### config.mk
export PLATFORM = sky130hd
export DESIGN_NAME = plate_validator
export DESIGN_NICKNAME = d
export VERILOG_FILES = /design/src/rtl/plate_validator_pkg.sv /design/src/rtl/plate_validator_plate_table.sv /design/src/rtl/plate_validator.sv
export SDC_FILE = /design/constraint.sdc
export NUM_CORES = 1
export LEC_CHECK = 0
export BUFFER_PORTS_ARGS = -buffer_cell sky130_fd_sc_hd__buf_2
export CAP_MARGIN = 10
export CORE_ASPECT_RATIO = 1.75
export CORE_MARGIN = 2
export CORE_UTILIZATION = 50
export CTS_CLUSTER_DIAMETER = 200
export DETAILED_ROUTE_END_ITERATION = 10
export HOLD_SLACK_MARGIN = 0.12
export PLACE_DENSITY = 0.68
export SLEW_MARGIN = 20
export SYNTH_ARGS = -nofsm -noshare
export SYNTH_HDL_FRONTEND = slang
export SYNTH_HIERARCHICAL = 1
export SYNTH_SLANG_ARGS = --single-unit
### constraint.sdc
create_clock -name CLK -period 4.6 [get_ports CLK]
set_input_delay 0.69 -clock CLK [delete_from_list [all_inputs] [get_ports CLK]]
set_output_delay 0.69 -clock CLK [all_outputs]
set_load 0.01 [all_outputs]
### src/rtl/plate_validator_pkg.sv
// Shared definitions for the plate validator: FSM state encoding, digit width
// and the width helpers used to size plates and counters.
package plate_validator_pkg;

  localparam int DIGIT_W = 4;

  typedef enum logic [2:0] {
    ST_COLLECT    = 3'd0,
    ST_CHECK      = 3'd1,
    ST_DENY       = 3'd2,
    ST_GRANT      = 3'd3,
    ST_WAIT_OPEN  = 3'd4,
    ST_WAIT_CLOSE = 3'd5
  } state_e;

  function automatic int plate_w(input int digits);
    return DIGIT_W * digits;
  endfunction

  function automatic int max3(input int a, input int b, input int c);
    int m;
    m = (a > b) ? a : b;
    return (m > c) ? m : c;
  endfunction

endpackage

### src/rtl/plate_validator_plate_table.sv
// Registered-plate table: N_PLATES entries with valid bits, one write port and
// a combinational parallel compare against the collected plate.
module plate_table
  import plate_validator_pkg::*;
#(
  parameter int N_PLATES = 4,
  parameter int PW       = 16,
  parameter int IW       = 2
) (
  input  logic          i_clk,
  input  logic          i_rst,
  input  logic          i_wr_en,
  input  logic [IW-1:0] i_wr_idx,
  input  logic [PW-1:0] i_wr_plate,
  input  logic [PW-1:0] i_key,
  output logic          o_hit
);

  logic [PW-1:0]       r_plate [N_PLATES];
  logic [N_PLATES-1:0] r_valid;

  // Table storage; reset clears every entry and has priority over a write
  always_ff @(posedge i_clk) begin
    if (i_rst) begin
      r_valid <= '0;
      for (int i = 0; i < N_PLATES; i++) begin
        r_plate[i] <= '0;
      end
    end else if (i_wr_en) begin
      r_plate[i_wr_idx] <= i_wr_plate;
      r_valid[i_wr_idx] <= 1'b1;
    end
  end

  // Parallel compare sees the contents before any same-cycle write
  always_comb begin
    o_hit = 1'b0;
    for (int i = 0; i < N_PLATES; i++) begin
      if (r_valid[i] && (r_plate[i] == i_key)) begin
        o_hit = 1'b1;
      end else begin
        o_hit = o_hit;
      end
    end
  end

endmodule

### src/rtl/plate_validator.sv
// Exit-path plate validator: collects BCD digits, matches them against the
// programmable table and sequences the barrier handshake. All outputs registered.
module plate_validator
  import plate_validator_pkg::*;
#(
  parameter int DIGITS   = 4,
  parameter int N_PLATES = 4,
  parameter int HOLD     = 2,
  parameter int TIMEOUT  = 16,
  localparam int PW      = plate_w(DIGITS),
  localparam int IW      = (N_PLATES > 1) ? $clog2(N_PLATES) : 1,
  localparam int CW      = $clog2(max3(DIGITS, HOLD, TIMEOUT) + 1)
) (
  input  logic               CLK,
  input  logic               RST,
  input  logic [DIGIT_W-1:0] DigitIn,
  input  logic               DigitValid,
  output logic               DigitReady,
  input  logic               ProgEn,
  input  logic [IW-1:0]      ProgIdx,
  input  logic [PW-1:0]      ProgPlate,
  input  logic               Barreira2,
  output logic               MatrVal,
  output logic               MatrInval,
  output logic               Fault,
  output logic               Busy
);

  state_e        r_state;
  logic [CW-1:0] r_cnt;
  logic [CW-1:0] r_timer;
  logic [PW-1:0] r_plate;
  logic          r_bad;
  logic          r_opened;
  logic          w_hit;
  logic          w_opened;

  plate_table #(
    .N_PLATES (N_PLATES),
    .PW       (PW),
    .IW       (IW)
  ) u_table (
    .i_clk      (CLK),
    .i_rst      (RST),
    .i_wr_en    (ProgEn),
    .i_wr_idx   (ProgIdx),
    .i_wr_plate (ProgPlate),
    .i_key      (r_plate),
    .o_hit      (w_hit)
  );

  // Barrier seen open at any point of the grant window, including this cycle
  assign w_opened = r_opened | Barreira2;

  // Main sequencer: digit collection, decision, barrier handshake and outputs
  always_ff @(posedge CLK) begin
    if (RST) begin
      r_state    <= ST_COLLECT;
      r_cnt      <= '0;
      r_timer    <= '0;
      r_plate    <= '0;
      r_bad      <= 1'b0;
      r_opened   <= 1'b0;
      DigitReady <= 1'b1;
      MatrVal    <= 1'b0;
      MatrInval  <= 1'b0;
      Fault      <= 1'b0;
      Busy       <= 1'b0;
    end else begin
      MatrInval <= 1'b0;
      Fault     <= 1'b0;
      case (r_state)
        ST_COLLECT: begin
          if (DigitValid) begin
            r_plate <= {r_plate[PW-DIGIT_W-1:0], DigitIn};
            if (DigitIn > 4'd9) begin
              r_bad <= 1'b1;
            end
            if (r_cnt == CW'(DIGITS - 1)) begin
              r_cnt      <= '0;
              r_state    <= ST_CHECK;
              DigitReady <= 1'b0;
              Busy       <= 1'b1;
            end else begin
              r_cnt <= r_cnt + 1'b1;
            end
          end
        end
        ST_CHECK: begin
          r_timer  <= '0;
          r_opened <= 1'b0;
          if (w_hit && !r_bad) begin
            r_state <= ST_GRANT;
            MatrVal <= 1'b1;
          end else begin
            r_state   <= ST_DENY;
            MatrInval <= 1'b1;
          end
        end
        ST_GRANT: begin
          r_opened <= w_opened;
          if (r_timer == CW'(HOLD - 1)) begin
            MatrVal <= 1'b0;
            r_timer <= '0;
            r_state <= w_opened ? ST_WAIT_CLOSE : ST_WAIT_OPEN;
          end else begin
            r_timer <= r_timer + 1'b1;
          end
        end
        ST_WAIT_OPEN: begin
          if (Barreira2) begin
            r_state <= ST_WAIT_CLOSE;
          end else if (r_timer == CW'(TIMEOUT - 1)) begin
            Fault      <= 1'b1;
            r_state    <= ST_COLLECT;
            r_cnt      <= '0;
            r_bad      <= 1'b0;
            r_plate    <= '0;
            DigitReady <= 1'b1;
            Busy       <= 1'b0;
          end else begin
            r_timer <= r_timer + 1'b1;
          end
        end
        ST_WAIT_CLOSE: begin
          if (!Barreira2) begin
            r_state    <= ST_COLLECT;
            r_cnt      <= '0;
            r_bad      <= 1'b0;
            r_plate    <= '0;
            DigitReady <= 1'b1;
            Busy       <= 1'b0;
          end
        end
        default: begin
          // ST_DENY and any unreachable encoding both recover to COLLECT
          r_state    <= ST_COLLECT;
          r_cnt      <= '0;
          r_bad      <= 1'b0;
          r_plate    <= '0;
          MatrVal    <= 1'b0;
          DigitReady <= 1'b1;
          Busy       <= 1'b0;
        end
      endcase
    end
  end

endmodule
==> results of run 1 <==
cells in the final DEF (no fill, tap or decap), types with 4 or more instances in the layout:
| cell type | Yosys | routed |
|---|---|---|
| nand2b_1 | 6 | 6 |
| nor2b_1 | 5 | 4 |
| nor4_1 | 10 | 10 |
| nand2_1 | 9 | 9 |
| or2_2 | 4 | 4 |
| and2_1 | 64 | 64 |
| buf_2 | 2 | 31 |
| clkbuf_16 | 0 | 9 |
| xor2_1 | 25 | 25 |
| ha_1 | 4 | 4 |
| buf_4 | 0 | 4 |
| nor2_1 | 6 | 6 |
| a21oi_1 | 30 | 30 |
| xnor2_1 | 39 | 39 |
| nand3_1 | 23 | 23 |
| inv_1 | 9 | 9 |
| dfxtp_1 | 40 | 40 |
| nand4_1 | 13 | 13 |
| o21ai_0 | 18 | 18 |
| o22ai_1 | 4 | 4 |
| edfxtp_1 | 64 | 64 |
| a21o_1 | 5 | 5 |
power by group through the flow:
stage	clock network [mW]	registers [mW]	logic, mW
finish	0.774	1.14	0.309
global route	0.824	1.15	0.338
CTS	0.788	1.14	0.309
detailed placement	0	1.16	0.307
global placement	0	1.16	0.301
floorplan	0	1.12	0.241
kinds of logic after synthesis:
group	synth area share
AOI/OAI and AO/OA	0.0949
xor gates and xnor gates	0.114
adders and majority gates	0.0101
buffers and inverters	0.0266
DFF	0.552
muxes	0.00203
and+or+nand+nor	0.201
how the worst max path moves through the flow:
| stage | endpoint | slack, ns | cells after the start |
|---|---|---|---|
| 4_1_cts | r_plate[13] | 1.85 | 7 |
| 3_5_place_dp | u_table/r_plate[1][4] | 1.74 | 5 |
| 2_1_floorplan | Busy | 2.40 | 9 |
| 5_1_grt | r_plate[13] | 1.65 | 7 |
| 6_report | r_plate[15] | 1.83 | 7 |
| 3_3_place_gp | u_table/r_plate[1][15] | 1.87 | 5 |
final cells by class:
type	instances	area (um2)	share of cell area
Sequential cell	104	2720	0.496
Multi-Input combinational cell	308	2090	0.380
Clock buffer	9	225	0.0410
Timing Repair Buffer	35	185	0.0338
Tap cell	125	156	0.0285
Clock inverter	7	76.3	0.0139
Inverter	9	33.8	0.00616
worst max-delay path, stage by stage (launching register included):
cell and delay (ns):
dfxtp_1 0.41, ha_1 0.20, and3_1 0.16, ha_1 0.22
or2_1 0.19, a221o_1 0.69, a31o_1 0.66, a21oi_1 0.09
layer usage:
| metal | vias to the layer above | GRT usage |
|---|---|---|
| li1 | 1631 | - |
| met1 | 1659 | 0.249 |
| met2 | 85 | 0.455 |
| met3 | 19 | 0.0373 |
| met4 | 0 | 0.0900 |
| met5 | - | 0 |
state kept, by name, indices dropped and copies added (netlist names):
signal           cells
u_table/r_plate     64
r_plate             16
r_cnt                5
r_timer              5
u_table/r_valid      4
r_state              3
Busy                 1
DigitReady           1
Fault                1
MatrInval            1
MatrVal              1
r_bad                1
r_opened             1
stage by stage:
stage / instance area [um2] / std cells
floorplan: 4930 / 444
global placement: 5180 / 581
detailed placement: 5180 / 581
CTS: 5480 / 597
global route: 5490 / 597
finish: 5490 / 597
==> out/qor.csv, run 1 <==
metric,value,unit
status,"complete, no violations",
timing.rr.start,r_timer[0],
hold_path_end,Busy,
layout.nets,498,
post-synth-top-area-cell,edfxtp_1,
syn_area_per_cell,11.1,um2
met2WireLength,6.89,mm
clockBufferDepth,2,
syn-cell-area,4930,um2
worstMarginPinSlew,0.985,ns
hold_path_class,reg2reg,
syn_nets,475,
r2r_setup_slack,1.83,ns
utilization,0.564,
setup_viol,0,
p_leak,1.96,nW
cts_tree,yes,
grt_pass1_vias,3301,
rsz0062_at_grt,false,
required,4.80,ns
track_usage,0.235,
wl_met3,327,um
setup_ws,1.83,ns
ant_nets,0,
ys.flop_type,edfxtp_1,
route.detailed.drc,0,
area_growth_syn_to_layout,11.2,%
grt_antenna_before_repair,0,
ys_seq_area_frac,0.552,
switchingPower,0.605,mW
grt_max_degree,30,
ys_ff_latch,104,
r2r_end,r_plate[15],
cts_resized,0,
critical_path.startpoint,r_timer[0],
cts_buffers,9,
core_area,9730,um2
clk_latency,0.35,ns
grt_pass1_wl,18.1,mm
fin_tns_setup,0,ns
path_clk_slew,0.07,ns
synthTopCellsByArea,"edfxtp_1 (39%), dfxtp_1 (16%), and2_1 (8.1%)",
vias_per_cell,5.69,
routed_wl,11.9,mm
drive_above_1_share,0.136,
synth_edf_count,64,
worstHoldStart,Busy,
power.density,405,nW/um2
die_area,10700,um2
preCtsSetupSlack,1.74,ns
post_cts_buffers,0,
nFillCells,857,
ff2ff_path_depth,7,
fp.dieW,79.1,um
synthArstFlopShare,0,
wl_met1,4.39,mm
pwr-share-comb,0.139,
clkPwrFrac,0.348,
maxSlewHeadroom,0.334,
hold_violations,0,
post-route-period-util,0.603,
drt_iter0_markers,256,
worstSetupPathType,reg2reg,
cts-root-buf,clkbuf_16,
initial_utilization,0.507,
synth.top_cells.by_count,"and2_1 (64), edfxtp_1 (64), dfxtp_1 (40), xnor2_1 (39), a21oi_1 (30)",
synth_top_area_share,0.390,
vias,3394,
switching_share,0.272,
timing.final.max_slew_violations,0,
hold-path-cell-count,2,
diodes,0,
dieHeight,135,um
skew,0.00532,ns
ioPinCount,32,
postSynthCellCount,444,
top_layer,met4,
critPathLaunchType,flop,
p_int,1.62,mW
arrival,2.97,ns
total_power,2.22,mW
yosysWarnings,6,
finalWeightedCongestion,0.895,
crit_fanout,23,
maxCapViolations,0,
yosys.cell_types.count,52,
cp-end-kind,flop,
ctsHoldBuffers,0,
min_period,2.77,ns
clock_sinks,104,
fmax,361,MHz
seqPwrFrac,0.513,
cts_htree_levels,3,
fin_hold_ws,0.450,ns
post-dp-hpwl,8.63,mm
dr.pass1.iters,5,
wl_per_cell,20.0,um
ir_drop,0.229,mV
port_buffers,31,
overflow,0,
rows,48,
No activity file was read; power rests on OpenSTA's default activity.
==> run 2: changes to the inputs <==
--- a/config.mk
+++ b/config.mk
@@ -5,6 +5,7 @@
 export SDC_FILE = /design/constraint.sdc
 export NUM_CORES = 1
 export LEC_CHECK = 0
+export ABC_AREA = 1
 export BUFFER_PORTS_ARGS = -buffer_cell sky130_fd_sc_hd__buf_2
 export CAP_MARGIN = 10
 export CORE_ASPECT_RATIO = 1.75
==> constraint.sdc (replaced) <==
create_clock -name CLK -period 2.78 [get_ports CLK]
set_input_delay 0.417 -clock CLK [delete_from_list [all_inputs] [get_ports CLK]]
set_output_delay 0.417 -clock CLK [all_outputs]
set_load 0.01 [all_outputs]
==> out/qor.csv, run 2 <==
metric,value,unit,change
setup_viol,0,,unchanged
regArea,2720,um2,unchanged
grt_antenna_before_repair,0,,unchanged
routed_wl,13.4,mm,+13%
cp-end-kind,flop,,
largestRegisters,"u_table/r_plate x64, r_plate x16",,
path_clk_slew,0.07,ns,about the same
ctsHoldBuffers,0,,unchanged
cts_tree,yes,,
largest_reg_flops,64,,unchanged
dp.cells,821,,+41%
skew,0.00707,ns,+0.00174 ns
cts_buffers,9,,unchanged
crit_path_frequent_cell,nand2_1,,
status,"complete, no violations",,
final_cell_mix,"nand2_1 (204), nor2_1 (125), inv_1 (84), edfxtp_1 (64), dfxtp_1 (40)",,
ir_drop,0.718,mV,+210%
dieHeight,140,um,+3.3%
cp_slowest_cell,dfxtp_1,,
final_common_cell,nand2_1,,
ant_nets,0,,unchanged
clockBufferDepth,2,,unchanged
route.detailed.drc,0,,unchanged
cts-root-buf,clkbuf_16,,
maxSlewHeadroom,0.516,,+0.182
power.density,837,nW/um2,+110%
worstMarginPinSlew,0.724,ns,-0.261 ns
rows,49,,+2.1%
slowest_delay,0.53,ns,-0.16 ns
cts_htree_levels,3,,unchanged
synth.top_cells.by_count,"nand2_1 (204), nor2_1 (125), inv_1 (84), edfxtp_1 (64), dfxtp_1 (40)",,
diodes,0,,unchanged
vias_per_cell,5.10,,-10%
multiInputGateArea,2070,um2,-0.84%
post-route-period-util,0.770,,+0.167
clock_sinks,104,,unchanged
yosysWarnings,6,,unchanged
critPathLaunchType,flop,,
drive_above_1_share,0.120,,-0.0157
p_leak,2.67,nW,+36%
hold_path_class,in2reg,,
ys_seq_area_frac,0.516,,-0.0359
arrival,2.43,ns,-0.54 ns
worstSetupPathType,reg2reg,,
cts_resized,0,,unchanged
dr.pass1.iters,5,,unchanged
cp_top_family,simple AND/OR/NAND/NOR gates,,
initial_utilization,0.512,,+0.00520
post_cts_buffers,0,,unchanged
drt_iter0_markers,264,,+3.1%
synth_top_area_share,0.364,,-0.0253
grt_pass1_wl,21.0,mm,+16%
fin_tns_setup,0,ns,unchanged
rsz0062_at_grt,false,,
syn_nets,702,,+48%
ioPinCount,32,,unchanged
required,3.07,ns,-1.73 ns
min_period,2.14,ns,-0.634 ns
post-synth-top-area-cell,edfxtp_1,,
synthTopCellsByArea,"edfxtp_1 (36%), dfxtp_1 (15%), nand2_1 (15%)",,
ys_ff_latch,104,,unchanged
wl_per_cell,16.1,um,-20%
postSynthCellCount,671,,+51%
grt_pass1_vias,4190,,+27%
utilization,0.562,,-0.00148
hold_violations,0,,unchanged
fmax,467,MHz,+30%
maxCapViolations,0,,unchanged
largest-register,u_table/r_plate,,
layout.nets,736,,+48%
path_buf_inv,3,,+3
die_area,11400,um2,+6.7%
clk_latency,0.35,ns,about the same
yosys.cell_types.count,30,,-42%
yosys.cell_count.top_type,nand2_1,,
synthArstFlopShare,0,,unchanged
core_area,10300,um2,+5.9%
nFillCells,969,,+13%
syn-cell-area,5280,um2,+7.0%
timing.final.max_slew_violations,0,,unchanged
synth_edf_count,64,,unchanged
crit_fanout,6,,-74%
area_growth_syn_to_layout,9.82,%,
overflow,0,,unchanged
track_usage,0.252,,+0.0163
port_buffers,31,,unchanged
ys.flop_type,edfxtp_1,,
fp.dieW,81.6,um,+3.2%
layoutNonFillerInstCount,836,,+40%
finalWeightedCongestion,1.03,,+15%
post-dp-hpwl,10.5,mm,+22%
grt_max_degree,24,,-20%
syn_area_per_cell,7.86,um2,-29%
vias,4262,,+26%
path_cells,inv_2 > nand2_1 > nand2_1 > nor2_1 > nand2_1 > nor2_1 > nand3_1 > nand2_1 > inv_1 > nand2_1 > inv_1 > nor2_1 > nand2_1 > nand4_1 > nor2_1 > nor2_1,,
-- run 2: cell types whose count changed after synthesis, moves of 11 or more --
cell      change
inv_1        +75
xor2_1       -11
inv_2        +18
nand2_1     +195
and2_1       -64
xnor2_1      -35
nor2_1      +119
clkbuf_1     -16
-- run 2: metrics by stage --
step	power, mW	instance area (um2)	worst slack, ns	hold WS [ns]
finish	4.85	5790	0.641	0.309
global route	5.17	5790	0.403	0.295
global placement	3.63	5520	0.706	0.434
detailed placement	3.67	5520	0.634	0.444
floorplan	3.27	5280	1.09	0.420
CTS	4.86	5790	0.629	0.300
-- run 2: final timing paths --
path	startpoint	endpoint	slack, ns	cells after the start
max	r_plate[2]	r_state[0]	0.64	16
min	Barreira2	Fault	0.31	2
max reg2reg	r_plate[2]	r_state[0]	0.64	16
min reg2reg	u_table/r_valid[3]	u_table/r_valid[3]	0.45	2
-- run 2: routing by layer --
layer | vias to the layer above | wire, um | global-route usage
li1 | 2156 | - | -
met1 | 1940 | 5090 | 0.273
met2 | 120 | 7090 | 0.443
met3 | 46 | 465 | 0.0383
met4 | 0 | 785 | 0.154
met5 | - | 0 | 0
-- run 2: kinds of logic after synthesis --
kind of cell / Yosys count / synth area share
and+or+nand+nor: 379 / 0.299
AOI/OAI and AO/OA: 52 / 0.0543
adders and majority gates: 4 / 0.00949
DFF: 104 / 0.516
buffers and inverters: 114 / 0.0916
xor gates and xnor gates: 18 / 0.0299
-- run 2: final cells by class --
| class | count | area share |
|---|---|---|
| inverters | 103 | 0.0672 |
| flip-flops and latches | 104 | 0.470 |
| repair buffers | 34 | 0.0307 |
| clock buffers | 9 | 0.0389 |
| multi-input cells | 453 | 0.357 |
| clock inverters | 6 | 0.00864 |
| well taps | 127 | 0.0274 |
-- run 2: power by group --
part	leakage, nW	internal, mW	switching [mW]
Sequential	0.948	1.85	0.278
Clock	0.136	0.617	0.573
Combinational	1.59	0.487	1.04
Total	2.67	2.96	1.90
